===== src/rtl/skinny_sbox_pkg.sv =====
// Shared constants and types for the masked SKINNY-128 S-box blocks.
// Mask-slice offsets select each gadget's 2-bit refresh mask.
package skinny_sbox_pkg;

  localparam int ISBOX_LAT = 8;

  localparam int MI_B2 = 0;
  localparam int MI_B3 = 2;
  localparam int MI_B7 = 4;
  localparam int MI_B5 = 6;
  localparam int MI_B1 = 8;
  localparam int MI_B0 = 10;
  localparam int MI_B6 = 12;
  localparam int MI_B4 = 14;

  typedef enum logic [1:0] {
    IDLE,
    BUSY,
    DONE
  } state_t;

endpackage


===== src/rtl/skinny_isbox8_cfn.sv =====
// Single 2-share NOR-XOR gadget: f = z ^ NOR(x, y), two register stages.
// Shares are packed {share1, share0}; m is the 2-bit refresh mask.
module skinny_isbox8_cfn (
  input  logic       clk,
  input  logic       rst,
  input  logic [1:0] x,
  input  logic [1:0] y,
  input  logic [1:0] z,
  input  logic [1:0] m,
  output logic [1:0] f
);

  logic g1;
  logic g0;
  logic t1;
  logic t0;

  // g carries the masked cross-free terms; t folds in the cross terms
  always_ff @(posedge clk) begin
    if (rst) begin
      g1 <= 1'b0;
      g0 <= 1'b0;
      t1 <= 1'b0;
      t0 <= 1'b0;
    end else begin
      g1 <= (~x[1] & ~y[1]) ^ m[1];
      g0 <= (x[0] & y[0]) ^ m[0];
      t1 <= (~x[1] & y[0]) ^ m[0] ^ g1 ^ z[0];
      t0 <= (~y[1] & x[0]) ^ m[1] ^ g0 ^ z[1];
    end
  end

  assign f = {t1, t0};

endmodule


===== src/rtl/skinny_isbox8_para1_hs.sv =====
// Masked inverse SKINNY-128 8-bit S-box with valid/ready wrapper.
// Define SKINNY_ISBOX8_SCRUB_EN to clear latched operands on release.
module skinny_isbox8_para1_hs
  import skinny_sbox_pkg::*;
(
  input  logic        clk,
  input  logic        rst,
  input  logic        in_valid,
  output logic        in_ready,
  input  logic [7:0]  si1,
  input  logic [7:0]  si0,
  input  logic [15:0] r,
  output logic        out_valid,
  input  logic        out_ready,
  output logic [7:0]  bo1,
  output logic [7:0]  bo0
);

  localparam logic [2:0] CNT_LAST = 3'(ISBOX_LAT - 1);

  state_t      state;
  state_t      state_n;
  logic [2:0]  cnt;
  logic [7:0]  s1_q;
  logic [7:0]  s0_q;
  logic [15:0] r_q;
  logic        accept;
  logic        drain;

  logic [1:0]  o [8];
  logic [1:0]  b [8];

  assign accept = (state == IDLE) && in_valid;
  assign drain  = (state == DONE) && out_ready;

  always_ff @(posedge clk) begin
    if (rst) begin
      state <= IDLE;
      cnt   <= '0;
      s1_q  <= '0;
      s0_q  <= '0;
      r_q   <= '0;
    end else begin
      state <= state_n;
      if (accept) begin
        s1_q <= si1;
        s0_q <= si0;
        r_q  <= r;
        cnt  <= '0;
      end else if (state == BUSY) begin
        cnt <= cnt + 3'd1;
      end
`ifdef SKINNY_ISBOX8_SCRUB_EN
      if (drain) begin
        s1_q <= '0;
        s0_q <= '0;
        r_q  <= '0;
      end
`endif
    end
  end

  always_comb begin
    state_n   = state;
    in_ready  = 1'b0;
    out_valid = 1'b0;
    unique case (state)
      IDLE: begin
        in_ready = 1'b1;
        if (in_valid) state_n = BUSY;
      end
      BUSY: begin
        if (cnt == CNT_LAST) state_n = DONE;
      end
      DONE: begin
        out_valid = 1'b1;
        if (drain) state_n = IDLE;
      end
      default: state_n = IDLE;
    endcase
  end

  for (genvar i = 0; i < 8; i++) begin : g_bits
    assign o[i]   = {s1_q[i], s0_q[i]};
    assign bo1[i] = b[i][1];
    assign bo0[i] = b[i][0];
  end

  // level 1
  skinny_isbox8_cfn u_b2 (
    .clk (clk), .rst (rst),
    .x   (o[3]), .y (o[1]), .z (o[0]),
    .m   (r_q[MI_B2 +: 2]),
    .f   (b[2])
  );

  skinny_isbox8_cfn u_b3 (
    .clk (clk), .rst (rst),
    .x   (o[7]), .y (o[6]), .z (o[4]),
    .m   (r_q[MI_B3 +: 2]),
    .f   (b[3])
  );

  skinny_isbox8_cfn u_b7 (
    .clk (clk), .rst (rst),
    .x   (o[2]), .y (o[7]), .z (o[1]),
    .m   (r_q[MI_B7 +: 2]),
    .f   (b[7])
  );

  skinny_isbox8_cfn u_b5 (
    .clk (clk), .rst (rst),
    .x   (o[6]), .y (o[5]), .z (o[7]),
    .m   (r_q[MI_B5 +: 2]),
    .f   (b[5])
  );

  // level 2
  skinny_isbox8_cfn u_b1 (
    .clk (clk), .rst (rst),
    .x   (o[5]), .y (b[3]), .z (o[3]),
    .m   (r_q[MI_B1 +: 2]),
    .f   (b[1])
  );

  skinny_isbox8_cfn u_b0 (
    .clk (clk), .rst (rst),
    .x   (b[3]), .y (b[2]), .z (o[5]),
    .m   (r_q[MI_B0 +: 2]),
    .f   (b[0])
  );

  // levels 3 and 4
  skinny_isbox8_cfn u_b6 (
    .clk (clk), .rst (rst),
    .x   (b[2]), .y (b[1]), .z (o[2]),
    .m   (r_q[MI_B6 +: 2]),
    .f   (b[6])
  );

  skinny_isbox8_cfn u_b4 (
    .clk (clk), .rst (rst),
    .x   (b[7]), .y (b[6]), .z (o[6]),
    .m   (r_q[MI_B4 +: 2]),
    .f   (b[4])
  );

endmodule


===== config.mk =====
export PLATFORM = sky130hd
export DESIGN_NAME = skinny_isbox8_para1_hs
export DESIGN_NICKNAME = d
export VERILOG_FILES = /design/src/rtl/skinny_sbox_pkg.sv /design/src/rtl/skinny_isbox8_cfn.sv /design/src/rtl/skinny_isbox8_para1_hs.sv
export SDC_FILE = /design/constraint.sdc
export NUM_CORES = 1
export LEC_CHECK = 0
export CORE_AREA = 3 3 101 103
export CTS_BUF_LIST = sky130_fd_sc_hd__clkbuf_16
export DETAILED_ROUTE_END_ITERATION = 10
export DIE_AREA = 0 0 104 106
export PLACE_DENSITY = 0.53
export SLEW_MARGIN = 20
export SYNTH_ARGS = -nofsm -noshare
export SYNTH_HDL_FRONTEND = slang
export SYNTH_SLANG_ARGS = --single-unit

===== constraint.sdc =====
create_clock -name clk -period 1.8 [get_ports clk]
set_input_delay 0.36 -clock clk [delete_from_list [all_inputs] [get_ports clk]]
set_output_delay 0.36 -clock clk [all_outputs]
set_load 0.005 [all_outputs]

* Word-level counts from Yosys, hierarchy flattened
Cells that the tools add are included.
Storage, ports and cells: memories 0, output and inout bits 18, flip-flop bits (word level) 69, input port bits 36, bits in latches 0, bits in writable memories 0, memory bits (read-only) 0
Operators by class: equal/unequal tests 6, add/subtract/negate cells 1, shifts and indexed selects 0, multiplexer cells 6, bitwise logic cells 107, multipliers 0, reduce and logical (&&, ||, !) cells 5, magnitude comparators 0, div/mod/pow operators 0
Operator list (number):
- 1-bit XOR | 64
- 1-bit bitwise AND | 32
- 1-bit inverter | 11
- 2-bit 2-to-1 mux | 3
- 2-bit one-hot mux with 3 select lines | 1
- 2-bit inequality test, second input constant | 2
- 3-bit by 1-bit adder with 3-bit output, second input constant | 1
- 3-bit equality test, second input constant | 1
- 3-bit AND reduction | 1
- 2-bit by 1-bit equality test with 1-bit output, second input constant | 1
- 2-bit equality test, second input constant | 1
- 1-bit logical AND | 2
- 2-bit logical NOT | 1
- 1-bit 2-to-1 mux | 2
- 2-bit by 1-bit inequality test with 1-bit output, second input constant | 1
- 2-bit OR reduction | 1

* Logic depth before layout (Yosys ltp)
depth in word-level cells 5, mapped depth 5, depth with buffers taken out 4

* Cells and area by module
Synthesis repeated with hierarchy kept, for this count alone.
Second synthesis, totals: cell total of the unflattened synthesis 328, area total of the unflattened synthesis 3649.8 um2
By module, submodules not included:
- skinny_isbox8_cfn | times used 8, cells an instance 20, area each 237.7 um2
- skinny_isbox8_para1_hs | times used 1, cells an instance 168, area each 1747.9 um2

* Worst setup path after synthesis
No wires, ideal clock.
kind register to register, start point register state[1], end point register r_q[10], clock period less this slack 1.240 ns, setup time 0.143 ns, setup slack 0.560 ns, arrival 1.096 ns, stages on the path, launching flop included 6, cells stage by stage dfxtp_1 -> or3b_1 -> buf_6 -> buf_6 -> nand2_2 -> a21oi_2
On the way: cells in the longest elaborated chain, start to end 2
RTL lines:
- from (decl) | line skinny_isbox8_para1_hs.sv:21 | state_t state;
- from (signal assigned) | line skinny_isbox8_para1_hs.sv:44 | state <= state_n;
- 2-bit logical NOT | line skinny_isbox8_para1_hs.sv:33 | assign accept = (state == IDLE) && in_valid;
- 1-bit logical AND | line skinny_isbox8_para1_hs.sv:33
- to (signal assigned) | line skinny_isbox8_para1_hs.sv:48 | r_q <= r;
- to (decl) | line skinny_isbox8_para1_hs.sv:26 | logic [15:0] r_q;
No other way between the ends. A chain may end at the register's enable or synchronous reset.

* Worst setup path in the final report
start point register state[1], end point output port out_valid
On the way: cells in the longest elaborated chain, start to end 2
RTL lines:
- 2-bit equality test | line skinny_isbox8_para1_hs.sv:67 | unique case (state)
- 1-bit 2-to-1 mux | line skinny_isbox8_para1_hs.sv:67
- to (decl) | line skinny_isbox8_para1_hs.sv:13 | output logic out_valid,
No other way between the ends.

==> results.py <==
metrics = {
    "status": {
        "status": "finished, final reports clean",
    },
    "worst_setup_path": {
        "cp.arrival_ns": 1.37,
        "crit_required_ns": 1.44,
        "crit_path_end_kind": "output pin",
        "cp_slowest_cell": "clkdlybuf4s50_1",
        "crit_type": "flop to output pin",
        "cp_max_fo": 7,
        "max_stage_delay_ns": 0.51,
        "start_kind": "flop",
        "path_cells": "nor2b_2 > clkdlybuf4s50_1",
    },
    "cts": {
        "ctsRootBufferMaster": "clkbuf_16",
        "clk_pin_slew_worst_paths_ns": 0.06,
        "cts_htree_levels": 3,
        "clock_path_buffers": 2,
        "clock_sinks": 69,
        "clock_latency_ns": 0.32,
        "cts_setup_buffers": 0,
        "numCtsBuffers": 9,
        "cts_tree": "yes",
    },
    "routing": {
        "wl_um": 6250,
        "dr_wl_met3_um": 255,
        "wl_met2_um": 2810,
        "viasPerCell": 4.38,
        "first_iter_violations": 57,
        "topRoutingLayerUsed": "met4",
        "post_drt_wl_per_cell_um": 12.6,
        "met1_length_um": 3090,
        "drc": 0,
        "first_pass_iters": 4,
        "vias": 2175,
        "detail-route-antenna-nets": 0,
    },
    "worst_hold_path": {
        "hp-class": "flop to flop",
    },
    "global_route": {
        "grt_max_degree": 70,
        "antenna_found_initial": 0,
        "grt_pass1_vias": 2096,
        "grt_overflow_total": 0,
        "grt_usage_pct": 11.8,
        "grt_pass1_wl_um": 10300,
    },
    "synthesis": {
        "ys_seq_area_share_pct": 42.2,
        "yosysWarnings": 0,
        "synth_seq_cells": 69,
        "syn-num-nets": 364,
        "syn_inst": 326,
        "netlist_area_um2": 3280,
        "synth_cell_type_count": 26,
        "avgSynthCellArea_um2": 10.0,
    },
    "placed_design": {
        "pre_cts_slack_ns": 0.0371,
        "postPlaceCellArea_um2": 3810,
        "port_buffers": 53,
        "dpl.hpwl_um": 4410,
        "routabilityCongestion": 0.683,
    },
    "flow_run": {
        "drv_cap": 0,
    },
    "power_and_ir_drop": {
        "powerDensity_nw_per_um2": 1100,
        "power.total_uw": 4610,
        "p_leak_uw": 0.00158,
        "vdd_ir_drop_max_v": 0.000504,
    },
    "layout": {
        "antenna_cells": 0,
        "areaGrowthSynthToFinish_pct": 27.7,
        "fillers": 926,
        "drive_gt1_share_pct": 23.1,
        "nets": 401,
        "final_area_um2": 4180,
    },
    "floorplan": {
        "pin_count": 54,
        "fp-row-count": 35,
        "die_w_um": 104,
        "core_um2": 9280,
        "die_area_um2": 11000,
        "die_height_um": 106,
        "initial_core_util_pct": 35.3,
    },
    "sta": {
        "setup_violations": 0,
        "final.setup.worst_slack_ns": 0.0745,
        "min_period_ns": 1.73,
        "rsz0062_at_grt": "false",
        "hold_viol_final": 0,
        "maxSlewHeadroom_pct": 74.8,
        "slew_viol_final": 0,
        "finalCritPeriodShare_pct": 95.9,
        "max_slew.worst_pin.slew_ns": 0.378,
        "tns_ns": 0,
        "holdWs_ns": 0.471,
        "fmax_ghz": 0.580,
        "clock_skew_ns": 0.00512,
    },
}
==> worst paths after layout <==
| kind | slack [ns] | from | cells past startpoint | endpoint |
|---|---|---|---|---|
| max | 0.07 | state[1]$_SDFFE_PP0P_ | 2 | out_valid |
| min | 0.47 | s1_q[0]$_SDFFE_PP0P_ | 2 | s1_q[0]$_SDFFE_PP0P_ |
| max reg2reg | 0.52 | state[1]$_SDFFE_PP0P_ | 4 | s0_q[2]$_SDFFE_PP0P_ |
| min reg2reg | 0.47 | s1_q[0]$_SDFFE_PP0P_ | 2 | s1_q[0]$_SDFFE_PP0P_ |
==> flip-flops by register name, indices dropped and copies added (netlist names), 2 cells and up <==
| signal | flops |
|---|---|
| s0_q | 8 |
| cnt | 3 |
| r_q | 16 |
| s1_q | 8 |
| state | 2 |
==> cells by family (layout without fill, tap and decap cells) <==
| kind of cell | Yosys count | count (layout) | share of synthesized area, % |
|---|---|---|---|
| compound gates | 53 | 53 | 11.8 |
| xor+xnor | 40 | 40 | 17.4 |
| fa+ha+maj | 2 | 2 | 0.764 |
| buf+inv | 31 | 73 | 6.49 |
| flops | 69 | 69 | 42.2 |
| mux | 1 | 1 | 0.306 |
| simple gates | 130 | 130 | 21.0 |
==> cell usage after synthesis <==
master / number / area, um^2
xnor3_1: 16 / 360
a211oi_1: 1 / 7.51
buf_2: 5 / 25.0
nand2_1: 42 / 158
or3b_1: 1 / 8.76
a22oi_1: 2 / 15.0
nand2_2: 30 / 188
buf_1: 2 / 7.51
nand3b_1: 1 / 7.51
nor2b_1: 34 / 213
xor2_1: 8 / 70.1
nor2_1: 12 / 45.0
dfxtp_1: 69 / 1380
buf_6: 4 / 45.0
a21oi_2: 30 / 263
mux2i_1: 1 / 10.0
ha_1: 2 / 25.0
a21oi_1: 11 / 55.1
nand2b_1: 1 / 6.26
xnor2_1: 16 / 140
nor3b_2: 1 / 12.5
o21bai_1: 1 / 7.51
o21ai_0: 8 / 40.0
buf_4: 16 / 120
or3_1: 8 / 50.1
clkbuf_1: 4 / 15.0
==> what timing repair did <==
action,in CTS,in global routing
resized for setup,2,2
hold buffers,0,0
setup endpoints to repair,1,1
cloned,0,0
==> metal layers <==
metal	vias up	GRT usage (%)
li1	1117	-
met2	42	17.7
met3	7	3.16
met5	-	0
met4	0	5.70
met1	1009	15.9
==> placed cells by master, fill, tap and decap left out <==
| cell | Yosys | final |
|---|---|---|
| a22oi_1 | 2 | 2 |
| bufinv_16 | 0 | 4 |
| ha_1 | 2 | 2 |
| a21oi_1 | 11 | 11 |
| buf_4 | 16 | 2 |
| nor2_1 | 12 | 12 |
| nor2b_1 | 34 | 33 |
| nand3b_1 | 1 | 1 |
| dfxtp_2 | 0 | 1 |
| o21ai_0 | 8 | 8 |
| nand2_2 | 30 | 30 |
| buf_12 | 0 | 2 |
| o21bai_1 | 1 | 1 |
| clkbuf_16 | 0 | 9 |
| or3b_1 | 1 | 1 |
| a211oi_1 | 1 | 1 |
| dfxtp_1 | 69 | 67 |
| nand2_1 | 42 | 42 |
| nor3b_4 | 0 | 1 |
| buf_2 | 5 | 1 |
| a21oi_2 | 30 | 30 |
| mux2i_1 | 1 | 1 |
| clkinvlp_4 | 0 | 1 |
| clkdlybuf4s50_1 | 0 | 52 |
| xnor2_1 | 16 | 16 |
| or3_1 | 8 | 8 |
| dfxtp_4 | 0 | 1 |
| nand2b_1 | 1 | 1 |
| xnor3_1 | 16 | 16 |
| nor2b_2 | 0 | 1 |
| clkinv_2 | 0 | 2 |
| xor2_1 | 8 | 8 |
==> stage by stage <==
| step | instances | utilization [%] |
|---|---|---|
| 2_1_floorplan | 326 | - |
| 3_3_place_gp | 481 | 41.1 |
| 3_5_place_dp | 481 | 41.1 |
| 4_1_cts | 497 | 45.0 |
| 5_1_grt | 497 | 45.0 |
| 6_report | 497 | 45.0 |
==> report_power, final <==
group | switching [uW] | internal (uW)
clock | 631 | 1490
sequential | 129 | 1670
combinational | 237 | 462
total | 997 | 3620
==> cell type report <==
| type | instances | area [um^2] | share of cell area (%) |
|---|---|---|---|
| clock inverter | 7 | 138 | 3.29 |
| multi-input combinational | 226 | 1690 | 40.4 |
| clock buffer | 9 | 225 | 5.39 |
| sequential | 69 | 1390 | 33.2 |
| timing repair buffer | 57 | 581 | 13.9 |
| tap | 129 | 161 | 3.86 |
==> worst max-delay path: cells and delay by family (launching register included) <==
family / cells / cell delay [ns]
DFF: 1 / 0.38
and+or+nand+nor: 1 / 0.16
buffers and inverters: 1 / 0.51
(Power assumes the default switching activity.)
